$ cat src/rtl/text_pixel_gen.sv
// text_pixel_gen
//   Text-mode pixel generator. Converts each pixel coordinate from the VGA
//   timing generator into a text-buffer fetch, then a character-ROM fetch,
//   then selects the glyph bit for the pixel and overlays a blinking
//   underline cursor. The de/hsync/vsync sideband is delayed to line up
//   with the pixel stream (fixed latency of 5 clocks, no stalls).
//
// Ports
//   clk, reset            pixel clock; asynchronous active-high reset
//   hcount, vcount        pixel coordinates (valid while de_in = 1)
//   de_in                 visible-area flag
//   hsync_in, vsync_in    syncs from the timing generator (SYNC_POL active)
//   tram_addr, tram_data  text buffer address out / character code in (1-cycle RAM)
//   rom_ad, rom_dout      chr_rom address {code, glyph_row} out / glyph row in
//   cursor_en/col/row     cursor control, latched on the vsync leading edge
//   pixel                 foreground (1) / background (0)
//   de_out, hsync_out,
//   vsync_out             sideband delayed to match pixel
module text_pixel_gen #(
    parameter int   COLS         = 80,
    parameter int   ROWS         = 60,
    parameter int   H_BITS       = 10,
    parameter int   V_BITS       = 10,
    parameter int   ADDR_BITS    = 13,
    parameter int   BLINK_FRAMES = 30,
    parameter logic SYNC_POL     = 1'b0
) (
    input  logic                 clk,
    input  logic                 reset,
    input  logic [H_BITS-1:0]    hcount,
    input  logic [V_BITS-1:0]    vcount,
    input  logic                 de_in,
    input  logic                 hsync_in,
    input  logic                 vsync_in,
    output logic [ADDR_BITS-1:0] tram_addr,
    input  logic [7:0]           tram_data,
    output logic [10:0]          rom_ad,
    input  logic [7:0]           rom_dout,
    input  logic                 cursor_en,
    input  logic [6:0]           cursor_col,
    input  logic [5:0]           cursor_row,
    output logic                 pixel,
    output logic                 de_out,
    output logic                 hsync_out,
    output logic                 vsync_out
);

    localparam int CW = H_BITS - 3;
    localparam int RW = V_BITS - 3;
    localparam int FW = $clog2(BLINK_FRAMES + 1);

    // Current-pixel decode
    logic [CW-1:0]        col;
    logic [RW-1:0]        row;
    logic [2:0]           col_lo;
    logic [2:0]           row_lo;
    logic                 in_text;
    logic                 cur;
    logic                 vs_lead;
    logic [ADDR_BITS-1:0] addr_next;

    // Frame-rate state
    logic                 vs_prev;
    logic [FW-1:0]        fcnt;
    logic                 blink;
    logic                 cur_en_l;
    logic [6:0]           cur_col_l;
    logic [5:0]           cur_row_l;

    // Sideband delay line; index 3 is the value sampled four edges ago,
    // the fifth stage is the output register itself.
    logic [3:0]           de_sr;
    logic [3:0]           hs_sr;
    logic [3:0]           vs_sr;
    logic [3:0]           it_sr;
    logic [3:0]           cur_sr;
    logic [2:0]           col_lo_d [4];
    logic [2:0]           row_lo_d [2];

    always_comb begin
        col       = hcount[H_BITS-1:3];
        row       = vcount[V_BITS-1:3];
        col_lo    = hcount[2:0];
        row_lo    = vcount[2:0];
        in_text   = de_in && (int'(col) < COLS) && (int'(row) < ROWS);
        addr_next = ADDR_BITS'(row) * ADDR_BITS'(COLS) + ADDR_BITS'(col);
        // Two-line underline on the bottom of the cursor cell
        cur       = cur_en_l && blink
                    && (int'(col) == int'(cur_col_l))
                    && (int'(row) == int'(cur_row_l))
                    && (row_lo >= 3'd6);
        vs_lead   = (vsync_in == SYNC_POL) && (vs_prev != SYNC_POL);
    end

    // Cursor latch and blink counter advance only on the vsync leading edge,
    // so cursor changes never tear mid-frame. vs_prev resets to the active
    // level: a vsync already active at reset release is not an edge.
    always_ff @(posedge clk or posedge reset) begin
        if (reset) begin
            vs_prev   <= SYNC_POL;
            fcnt      <= '0;
            blink     <= 1'b0;
            cur_en_l  <= 1'b0;
            cur_col_l <= '0;
            cur_row_l <= '0;
        end else begin
            vs_prev <= vsync_in;
            if (vs_lead) begin
                cur_en_l  <= cursor_en;
                cur_col_l <= cursor_col;
                cur_row_l <= cursor_row;
                if (fcnt == FW'(BLINK_FRAMES - 1)) begin
                    fcnt  <= '0;
                    blink <= ~blink;
                end else begin
                    fcnt <= fcnt + FW'(1);
                end
            end
        end
    end

    // E1 address, E3 ROM address, E5 pixel; E2/E4 are the external RAM/ROM reads.
    always_ff @(posedge clk or posedge reset) begin
        if (reset) begin
            tram_addr <= '0;
            rom_ad    <= '0;
            pixel     <= 1'b0;
            de_out    <= 1'b0;
            hsync_out <= ~SYNC_POL;
            vsync_out <= ~SYNC_POL;
            de_sr     <= '0;
            hs_sr     <= {4{~SYNC_POL}};
            vs_sr     <= {4{~SYNC_POL}};
            it_sr     <= '0;
            cur_sr    <= '0;
            for (int unsigned i = 0; i < 4; i++) col_lo_d[i] <= '0;
            for (int unsigned i = 0; i < 2; i++) row_lo_d[i] <= '0;
        end else begin
            tram_addr <= in_text ? addr_next : '0;

            de_sr  <= {de_sr[2:0], de_in};
            hs_sr  <= {hs_sr[2:0], hsync_in};
            vs_sr  <= {vs_sr[2:0], vsync_in};
            it_sr  <= {it_sr[2:0], in_text};
            cur_sr <= {cur_sr[2:0], cur};
            col_lo_d[0] <= col_lo;
            for (int unsigned i = 1; i < 4; i++) col_lo_d[i] <= col_lo_d[i-1];
            row_lo_d[0] <= row_lo;
            row_lo_d[1] <= row_lo_d[0];

            rom_ad <= {tram_data, row_lo_d[1]};

            // Bit 7 of the glyph row is the leftmost pixel; in_text masks
            // blanking and out-of-range cells regardless of ROM content.
            pixel     <= (rom_dout[3'd7 - col_lo_d[3]] ^ cur_sr[3]) & it_sr[3];
            de_out    <= de_sr[3];
            hsync_out <= hs_sr[3];
            vsync_out <= vs_sr[3];
        end
    end

endmodule

$ cat config.mk
export PLATFORM = sky130hd
export DESIGN_NAME = text_pixel_gen
export DESIGN_NICKNAME = d
export VERILOG_FILES = /design/src/rtl/text_pixel_gen.sv
export SDC_FILE = /design/constraint.sdc
export NUM_CORES = 1
export LEC_CHECK = 0
export ABC_AREA = 1
export CAP_MARGIN = 20
export CORE_MARGIN = 5
export CORE_UTILIZATION = 49
export CTS_CLUSTER_SIZE = 16
export DETAILED_ROUTE_END_ITERATION = 8
export GPL_ROUTABILITY_DRIVEN = 0
export GPL_TIMING_DRIVEN = 1
export PLACE_DENSITY_LB_ADDON = 0.05
export SYNTH_ARGS = -nofsm -noshare
export SYNTH_HDL_FRONTEND = slang
export SYNTH_SLANG_ARGS = --single-unit
$ cat constraint.sdc
create_clock -name clk -period 3.8 [get_ports clk]
set_clock_uncertainty 0.2 [all_clocks]
set_input_delay 0.38 -clock clk [delete_from_list [all_inputs] [get_ports clk]]
set_output_delay 0.38 -clock clk [all_outputs]
set_load 0.1 [all_outputs]
**Word level (Yosys, flattened, before mapping)**

Index checks and enable logic that the tools add are counted.

- Add/sub/neg operators: 3
- Multipliers: 1
- Divide/modulo/power cells: 0
- Magnitude comparators: 4
- Equality and inequality tests: 3
- Shift-type cells: 0
- Multiplexer cells: 4
- Bitwise logic cells: 4
- Reductions and logical operators: 8

Operators with widths:

| cell | number |
|---|---|
| == test 7 bit | 2 |
| adder 13 x 7 -> 13 bit | 1 |
| two-way mux 13 bit | 1 |
| multiplier 7 x 3 -> 9 bit, second input constant | 1 |
| logical AND 1 bit | 7 |
| < comparator 7 x 6 -> 1 bit, second input constant | 1 |
| < comparator 7 bit, second input constant | 1 |
| adder 5 x 1 -> 5 bit, second input constant | 1 |
| == test 5 bit, second input constant | 1 |
| two-way mux 5 bit | 1 |
| < comparator 3 x 4 -> 1 bit, second input constant | 1 |
| binary-select mux 1 bit (select 3 bit) | 1 |
| >= comparator 3 bit, second input constant | 1 |
| subtractor 3 bit, first input constant | 1 |
| NOT 1 bit | 2 |
| AND reduction 2 bit | 1 |
| bitwise AND 1 bit | 1 |
| two-way mux 1 bit | 1 |
| XOR 1 bit | 1 |

- Register bits: 87
- Bits in latches: 0
- Bits in writable memories: 0
- Bits in read-only memories: 0
- Input bits: 55
- Output and inout bits: 28
- Logic and storage cells: 50
- Memories kept: 0

**Logic depth before layout (Yosys ltp)**

Gate-level depths: netlist of run 1.

- Depth in word-level cells: 5
- Mapped depth: 12

**Worst setup path before layout of run 1**

No wires, ideal clock.

- Path kind: input to register
- Start: input vcount[4]
- End: register tram_addr[12]
- Setup time: 0.117 ns
- Arrival: 1.895 ns
- Slack: 1.589 ns
- Stages on the path: 9
- Cells stage by stage: ha_1 > ha_1 > fa_1 > xor2_1 > inv_2 > nor2_4 > nand3_2 > nor2_1 > nor2_1

- Word-level cells in the longest chain between the ends: 3

Ends and longest elaborated chain:

| element | RTL line | text |
|---|---|---|
| from (decl) | 31 | `input logic [V_BITS-1:0] vcount,` |
| multiplier 7 x 3 -> 9 bit or < comparator 7 x 6 -> 1 bit (tied branches) | 86, 85 |  |
| adder 13 x 7 -> 13 bit or logical AND 1 bit (tied branches) | 86, 85 |  |
| two-way mux 13 bit (*) | 139 | `tram_addr <= in_text ? addr_next : '0;` |
| to (signal assigned) | 139 |  |
| to (decl) | 35 | `output logic [ADDR_BITS-1:0] tram_addr,` |

Every way passes the cells marked *; elsewhere a longest branch is shown, timed or not.
A chain may end at the register's enable or synchronous reset.

**Final worst setup path of run 1**

- Start: register hsync_out
- End: output hsync_out

RTL lines:

| element | RTL line | text |
|---|---|---|
| from (decl) | 44 | `output logic hsync_out,` |
| from (signal assigned) | 129 | `hsync_out <= ~SYNC_POL;` |
| from (signal assigned) | 157 | `hsync_out <= hs_sr[3];` |

No word-level cell between the ends.

==> results of run 1 <==
stage by stage:
stage	setup slack [ps]	cell area, sq um
5_1_grt	1090	4510
2_1_floorplan	986	3360
6_report	1230	4510
4_1_cts	1200	4510
3_3_place_gp	972	4300
3_5_place_dp	901	4300
power groups by stage:
stage	Clock [mW]	Combinational, mW	Sequential, mW
floorplan	0	0.183	1.17
global placement	0	0.420	1.07
detailed placement	0	0.429	1.07
CTS	0.680	0.431	1.06
global route	0.721	0.473	1.07
finish	0.661	0.425	1.05
state kept, by name, indices dropped and copies added (netlist names), 4 cells and up:
register   flops
fcnt           5
vs_sr          4
cur_row_l      6
cur_sr         4
cur_col_l      7
it_sr          4
hs_sr          4
rom_ad        11
row_lo_d       6
de_sr          4
col_lo_d      12
tram_addr     13
cells by family after synthesis:
group / Yosys count
AOI/OAI and AO/OA: 29
DFF: 87
xor gates and xnor gates: 8
adders and majority gates: 17
buffers and inverters: 38
and+or+nand+nor: 133
final cells by class:
cell class / instances / area, sq um / area share
Timing Repair Buffer: 85 / 843 / 0.187
Sequential cell: 87 / 2190 / 0.486
Clock buffer: 10 / 138 / 0.0305
Tap cell: 80 / 100 / 0.0222
Multi-Input combinational cell: 187 / 1030 / 0.228
Clock inverter: 6 / 75.1 / 0.0167
Inverter: 35 / 135 / 0.0300
cells in the mapped netlist, drive strengths merged (3+ instances only):
library cell	instances
nor3	5
nand2	81
a21oi	8
nand3	12
o22ai	3
inv	34
nand4	6
nor2	28
o211ai	3
xor2	6
o21ai	13
ha	15
dfstp	10
dfrtp	77
routing by layer:
layer	track usage	routed length [um]	part of all wire
met5	0	0	0
met3	0.0447	446	0.071
met2	0.251	2920	0.47
met1	0.206	2780	0.44
met4	0.0696	125	0.020
worst paths after layout:
kind	from	cells after the start	slack [ps]	endpoint
worst max-delay path	hsync_out	1	1230	hsync_out
worst max register to register	vs_prev	8	2190	fcnt[3]
worst min-delay path	cur_sr[0]	0	150	cur_sr[1]
max in group asynchronous	reset	3	2440	vs_sr[2]
worst min register to register	cur_sr[0]	0	150	cur_sr[1]
min in group asynchronous	reset	2	160	vs_prev
layout by cell type (no fill, tap or decap), types with 6 or more instances in the layout:
cell type	synthesis	final
nand2_1	79	79
clkbuf_8	0	10
a21oi_1	8	8
dfrtp_1	77	77
dfstp_2	10	10
xor2_1	6	6
clkdlybuf4s50_1	0	82
nor2_1	27	27
inv_1	30	29
nand3_1	11	11
ha_1	15	15
o21ai_0	8	8
==> key figures, run 1 <==
GRT
  – Global-route wire length before repair: ~11 mm
  – Largest net degree at the start of global routing: 32
  – All-Layer GR Usage: 0.159
  – Vias in the first global route: around 2300
  – Overflow after GRT: 0
  – Initial antenna violation count: 0

Critical path
  – Startpoint Class: register
  – CP top delay family: buffers and inverters
  – Slowest cell on crit path: clkdlybuf4s50_1
  – Slowest cell delay on critical path: 1120 ps
  – WP data required: about 3200 ps
  – Worst Path Arrival: about 2000 ps
  – Critical path buffers and inverters: 1
  – Critical-path maximum fanout: 1
  – Crit path kind: register to output pin
  – Critical-path cell list: clkdlybuf4s50_1
  – Worst setup EP type: output pin

Detailed routing
  – Pre-antenna DRT Iters: 4
  – Drc violations: 0
  – Vias per std cell: approximately 4.8
  – Initial DRC Count: slightly below 70
  – DRT antenna net count: 0
  – WL per Instance: ~13 um
  – DR vias: approximately 2300
  – Post-Route WL: ~6.3 mm

Floorplanning
  – Core area: roughly 6800 sq um
  – Die height: 92.9 um
  – Num rows: 30
  – Die Area: between 8000 and 9000 sq um
  – Initial core utilization: 0.498
  – Width of the die: 92.9 um
  – # IOs: 83

Clock network
  – Clock sink count: 87
  – CTS tree: built
  – Worst-Skew Late Latency: ~350 ps
  – Setup Buffers After CTS: 0
  – # hold bufs at CTS: 0
  – Root Buffer Master: clkbuf_8
  – Post_cts resized: 0
  – CTS clock-pin slew for the worst setup and hold paths: 90 ps
  – CTS Buf Count: 9
  – CTS H-tree depth: 3
  – Clock Tree Buf Depth: 2

Logic synthesis
  – Compound-Gate Fraction of Synth Area: 0.0480
  – Syn Area/Cell: about 11 sq um
  – Distinct cells, synth: 29
  – Leading area contributor after synthesis: dfrtp_1
  – Number of flops mapped to enable cells by yosys: 0
  – Mux cell area share after synthesis: 0
  – Mapped Area: 3360 sq um
  – Simple-Gate Fraction of Synth Area: 0.169
  – Most common flop cell mapped by yosys: dfrtp_1
  – Top post-synthesis cells by area: dfrtp_1, nand2_1, dfstp_2, ha_1, inv_1
  – Sequential-to-total area share from yosys stat: 0.651
  – Post-synthesis net count: between 300 and 400
  – Top-area cell type share of the netlist area: 0.573
  – Cells after Synth: approximately 310
  – #FFs+latches synth: between 80 and 90
  – YS warnings: 0
  – Largest family of logic cells by synthesized area: simple AND/OR/NAND/NOR gates
  – Post-synthesis xor/xnor area fraction: 0.0208
  – Adder-cell area share of the yosys netlist: 0.0677
  – FFs w/ async S/R, synth: 1.00

Timing
  – Pins over their slew limit: 0
  – Fin. Hold Viols: 0
  – Worst Tran Pin Value: ~1000 ps
  – Fmax: 0.389 GHz
  – Post-layout min period: ~2600 ps
  – Period utilization: 0.677
  – Final setup viols: 0
  – Slew HR: 0.330
  – Setup TNS: 0 ps
  – Unrepaired setup endpoints after global routing: no
  – Hold_ws: 152 ps

Placement
  – Final HPWL from detailed placement: around 4.8 mm
  – Post-Place Cells: 474
  – Port bufs: 82

Power
  – Total power: about 2.1 mW
  – Cell-internal power: 1.50 mW
  – Reg power frac: 0.493
  – Static Leak: 2.17 nW
  – PD cells: 475 nW/um^2
  – P_sw: 0.644 mW
  – Clock group share of total power: 0.309
  – IR drop worst, VDD: between 0.2 and 0.25 mV
  – Combinational Power Share: 0.198
  – Switching share of power: 0.301

Job
  – Max-cap violation count: 0

Cells and area
  – Nets@finish: 477
  – Post-Layout Cell Count: 490
  – Share of cells above drive strength 1: 0.0951
  – Ant diodes: 0
  – Area growth, synth to finish: 34.0%
  – Post-layout util: 0.667
  – # fillers: between 500 and 600

Worst hold path
  – Worst Hold Class: register to register

Run status
  – Status: finished clean
Note: power is estimated with default switching activity, not from simulation.
==> run 2, diff against run 1 <==
--- a/config.mk
+++ b/config.mk
@@ -8,7 +8,7 @@
 export ABC_AREA = 1
 export CAP_MARGIN = 20
 export CORE_MARGIN = 5
-export CORE_UTILIZATION = 49
+export CORE_UTILIZATION = 44
 export CTS_CLUSTER_SIZE = 16
 export DETAILED_ROUTE_END_ITERATION = 8
 export GPL_ROUTABILITY_DRIVEN = 0
==> constraint.sdc (replaced) <==
create_clock -name clk -period 2.3 [get_ports clk]
set_clock_uncertainty 0.2 [all_clocks]
set_input_delay 0.23 -clock clk [delete_from_list [all_inputs] [get_ports clk]]
set_output_delay 0.23 -clock clk [all_outputs]
set_load 0.1 [all_outputs]
==> run 2 against run 1 <==
Against the previous run: design area up 3.0%; sequential power rose by 67%; die area is 10% higher; core utilization down 3.4 points; flip-flop and latch count stayed put; count of clock-buffer cells in the layout is 1 lower; via count increased by 3.0%; clock power up 59%; critical endpoint is now tram_addr[12].
==> key figures, run 2 (same netlist as run 1, synthesis figures left out) <==
Run status
  – Status: finished clean

Clock network
  – CTS tree: built
  – Worst-Skew Late Latency: 360 ps (about the same)
  – Clock sink count: 87 (unchanged)
  – Root Buffer Master: clkbuf_8
  – Clock Tree Buf Depth: 2 (unchanged)
  – CTS clock-pin slew for the worst setup and hold paths: 100 ps (about the same)
  – CTS Buf Count: 9 (unchanged)
  – CTS H-tree depth: 3 (unchanged)

Cells and area
  – Nets@finish: 497 (+4.2%)
  – Largest register by flop count: tram_addr
  – Reg area: 2190 sq um (unchanged)
  – Biggest regs: tram_addr (13), col_lo_d (12), rom_ad (11)
  – Most frequent cells in the layout: nand2_1, dfrtp_1, clkdlybuf4s50_1
  – Area growth, synth to finish: 38.0%
  – Ant diodes: 0 (unchanged)
  – Share of cells above drive strength 1: 0.205 (+0.110)
  – # fillers: 616 (+15%)
  – Largest register FFs: 13 (unchanged)
  – Commonest non-fill, non-tap cell in the layout: nand2_1
  – Post-Layout Cell Count: 529 (+8.0%)
  – Multi-input logic area: 1040 sq um (+0.97%)

Critical path
  – Startpoint Class: input pin
  – Crit path kind: input pin to register
  – Critical-path maximum fanout: 3 (+2)
  – CP top delay family: adder cells
  – WP data required: 2390 ps (-830 ps)
  – Worst Path Arrival: 2250 ps (+260 ps)
  – Slowest cell delay on critical path: 420 ps (-700 ps)
  – Worst setup EP type: register
  – Slowest cell on crit path: clkdlybuf4s50_1
  – Critical path buffers and inverters: 2 (+1)
  – Critical-path cell list: clkdlybuf4s50_1 -> ha_1 -> ha_1 -> fa_2 -> xor2_2 -> inv_2 -> nor2_4 -> nand3_2 -> nand2_1 -> nand2_1 -> nor2_1

Power
  – IR drop worst, VDD: 0.387 mV (+61%)
  – Static Leak: 2.31 nW (+6.4%)
  – PD cells: 764 nW/um^2 (+61%)

GRT
  – Vias in the first global route: 2473 (+5.5%)
  – Largest net degree at the start of global routing: 40 (+25%)
  – Overflow after GRT: 0 (unchanged)
  – Global-route wire length before repair: 11.6 mm (+8.0%)
  – Initial antenna violation count: 0 (unchanged)
  – All-Layer GR Usage: 0.152 (-0.00745)

Timing
  – Pins over their slew limit: 0 (unchanged)
  – Unrepaired setup endpoints after global routing: no
  – Final setup viols: 0 (unchanged)
  – Setup TNS: 0 ps (unchanged)
  – Worst Tran Pin Value: 359 ps (-644 ps)
  – Fmax: 0.463 GHz
  – Slew HR: 0.760 (+0.431)
  – Fin. Hold Viols: 0 (unchanged)
  – Period utilization: 0.940
  – Post-layout min period: 2160 ps

Job
  – Max-cap violation count: 0 (unchanged)

Detailed routing
  – Drc violations: 0 (unchanged)
  – Post-Route WL: 6.66 mm (+6.1%)
  – Vias per std cell: 4.55 (-4.6%)
  – WL per Instance: 12.6 um (-1.7%)
  – DRT antenna net count: 0 (unchanged)
  – DR vias: 2409 (+3.0%)
  – Pre-antenna DRT Iters: 4 (unchanged)
  – Initial DRC Count: 79 (+14%)

Floorplanning
  – # IOs: 83 (unchanged)
  – Core area: 7330 sq um (+8.5%)
  – Num rows: 31 (+3.3%)
  – Die height: 97.4 um (+4.9%)
  – Width of the die: 97.4 um (+4.9%)
  – Die Area: 9500 sq um (+10%)
  – Initial core utilization: 0.459 (-0.0390)

Placement
  – Port bufs: 82 (unchanged)
  – Post-Place Cells: 511 (+7.8%)
  – Final HPWL from detailed placement: 5.13 mm (+6.9%)

Worst hold path
  – Worst Hold Class: input pin to register
==> run 2: final cells by class <==
type                       count  area share
clock buffer                   9      0.0267
clock inverter                 7      0.0175
inverter                      35      0.0296
multi-input combinational    187       0.223
sequential                    87       0.471
tap                           99      0.0267
timing repair buffer         105       0.205
==> run 2: path summary, 6_finish.rpt <==
check,startpoint,to,slack [ps],depth (start not counted)
max in group asynchronous,reset,vs_sr[0],790,4
max,vcount[4],tram_addr[12],140,11
max reg2reg,vs_prev,fcnt[3],710,7
min reg2reg,row_lo_d[2],rom_ad[2],150,0
min in group asynchronous,reset,rom_ad[9],570,3
min,hsync_in,hs_sr[0],60,1
==> run 2: stage by stage <==
step | hold slack, ps | cell area [sq um] | utilization | total power [mW] | worst slack, ps
6_report | 62.9 | 4640 | 0.634 | 3.55 | 139
5_1_grt | 37.8 | 4640 | 0.634 | 3.75 | 39.6
4_1_cts | 49.0 | 4630 | 0.631 | 3.58 | 27.9
3_5_place_dp | 135 | 4410 | 0.602 | 2.52 | -351
3_3_place_gp | 131 | 4410 | 0.602 | 2.50 | -282
2_1_floorplan | 34.5 | 3370 | - | 2.24 | 239
==> run 2: per-layer routing <==
layer | vias up | wire [um] | global-route usage
li1 | 1223 | - | -
met1 | 1105 | 3110 | 0.201
met2 | 70 | 3080 | 0.235
met3 | 11 | 364 | 0.0467
met4 | 0 | 113 | 0.0586
met5 | - | 0 | 0
==> run 2: what timing repair did <==
| action | in CTS | in global routing |
|---|---|---|
| gates resized for setup | 0 | 2 |
| hold buffers | 1 | 0 |
| setup endpoints to repair | 0 | 3 |
| endpoints found under the hold margin | 12 | 0 |
| setup buffers | 0 | 1 |
==> run 2: worst reg2reg max path, cell delays in order (launching register included) <==
cell	delay (ps)
dfrtp_1	340
inv_1	30
nor2_1	250
inv_2	210
nor2_1	170
nand3_1	110
o22ai_1	120
a21oi_1	60
==> run 2: power breakdown <==
part           switching (mW)  total (mW)  leakage (nW)  internal, mW
Combinational           0.460       0.753          1.15         0.293
Clock                   0.614        1.05         0.104         0.435
Sequential             0.0764        1.75          1.06          1.67
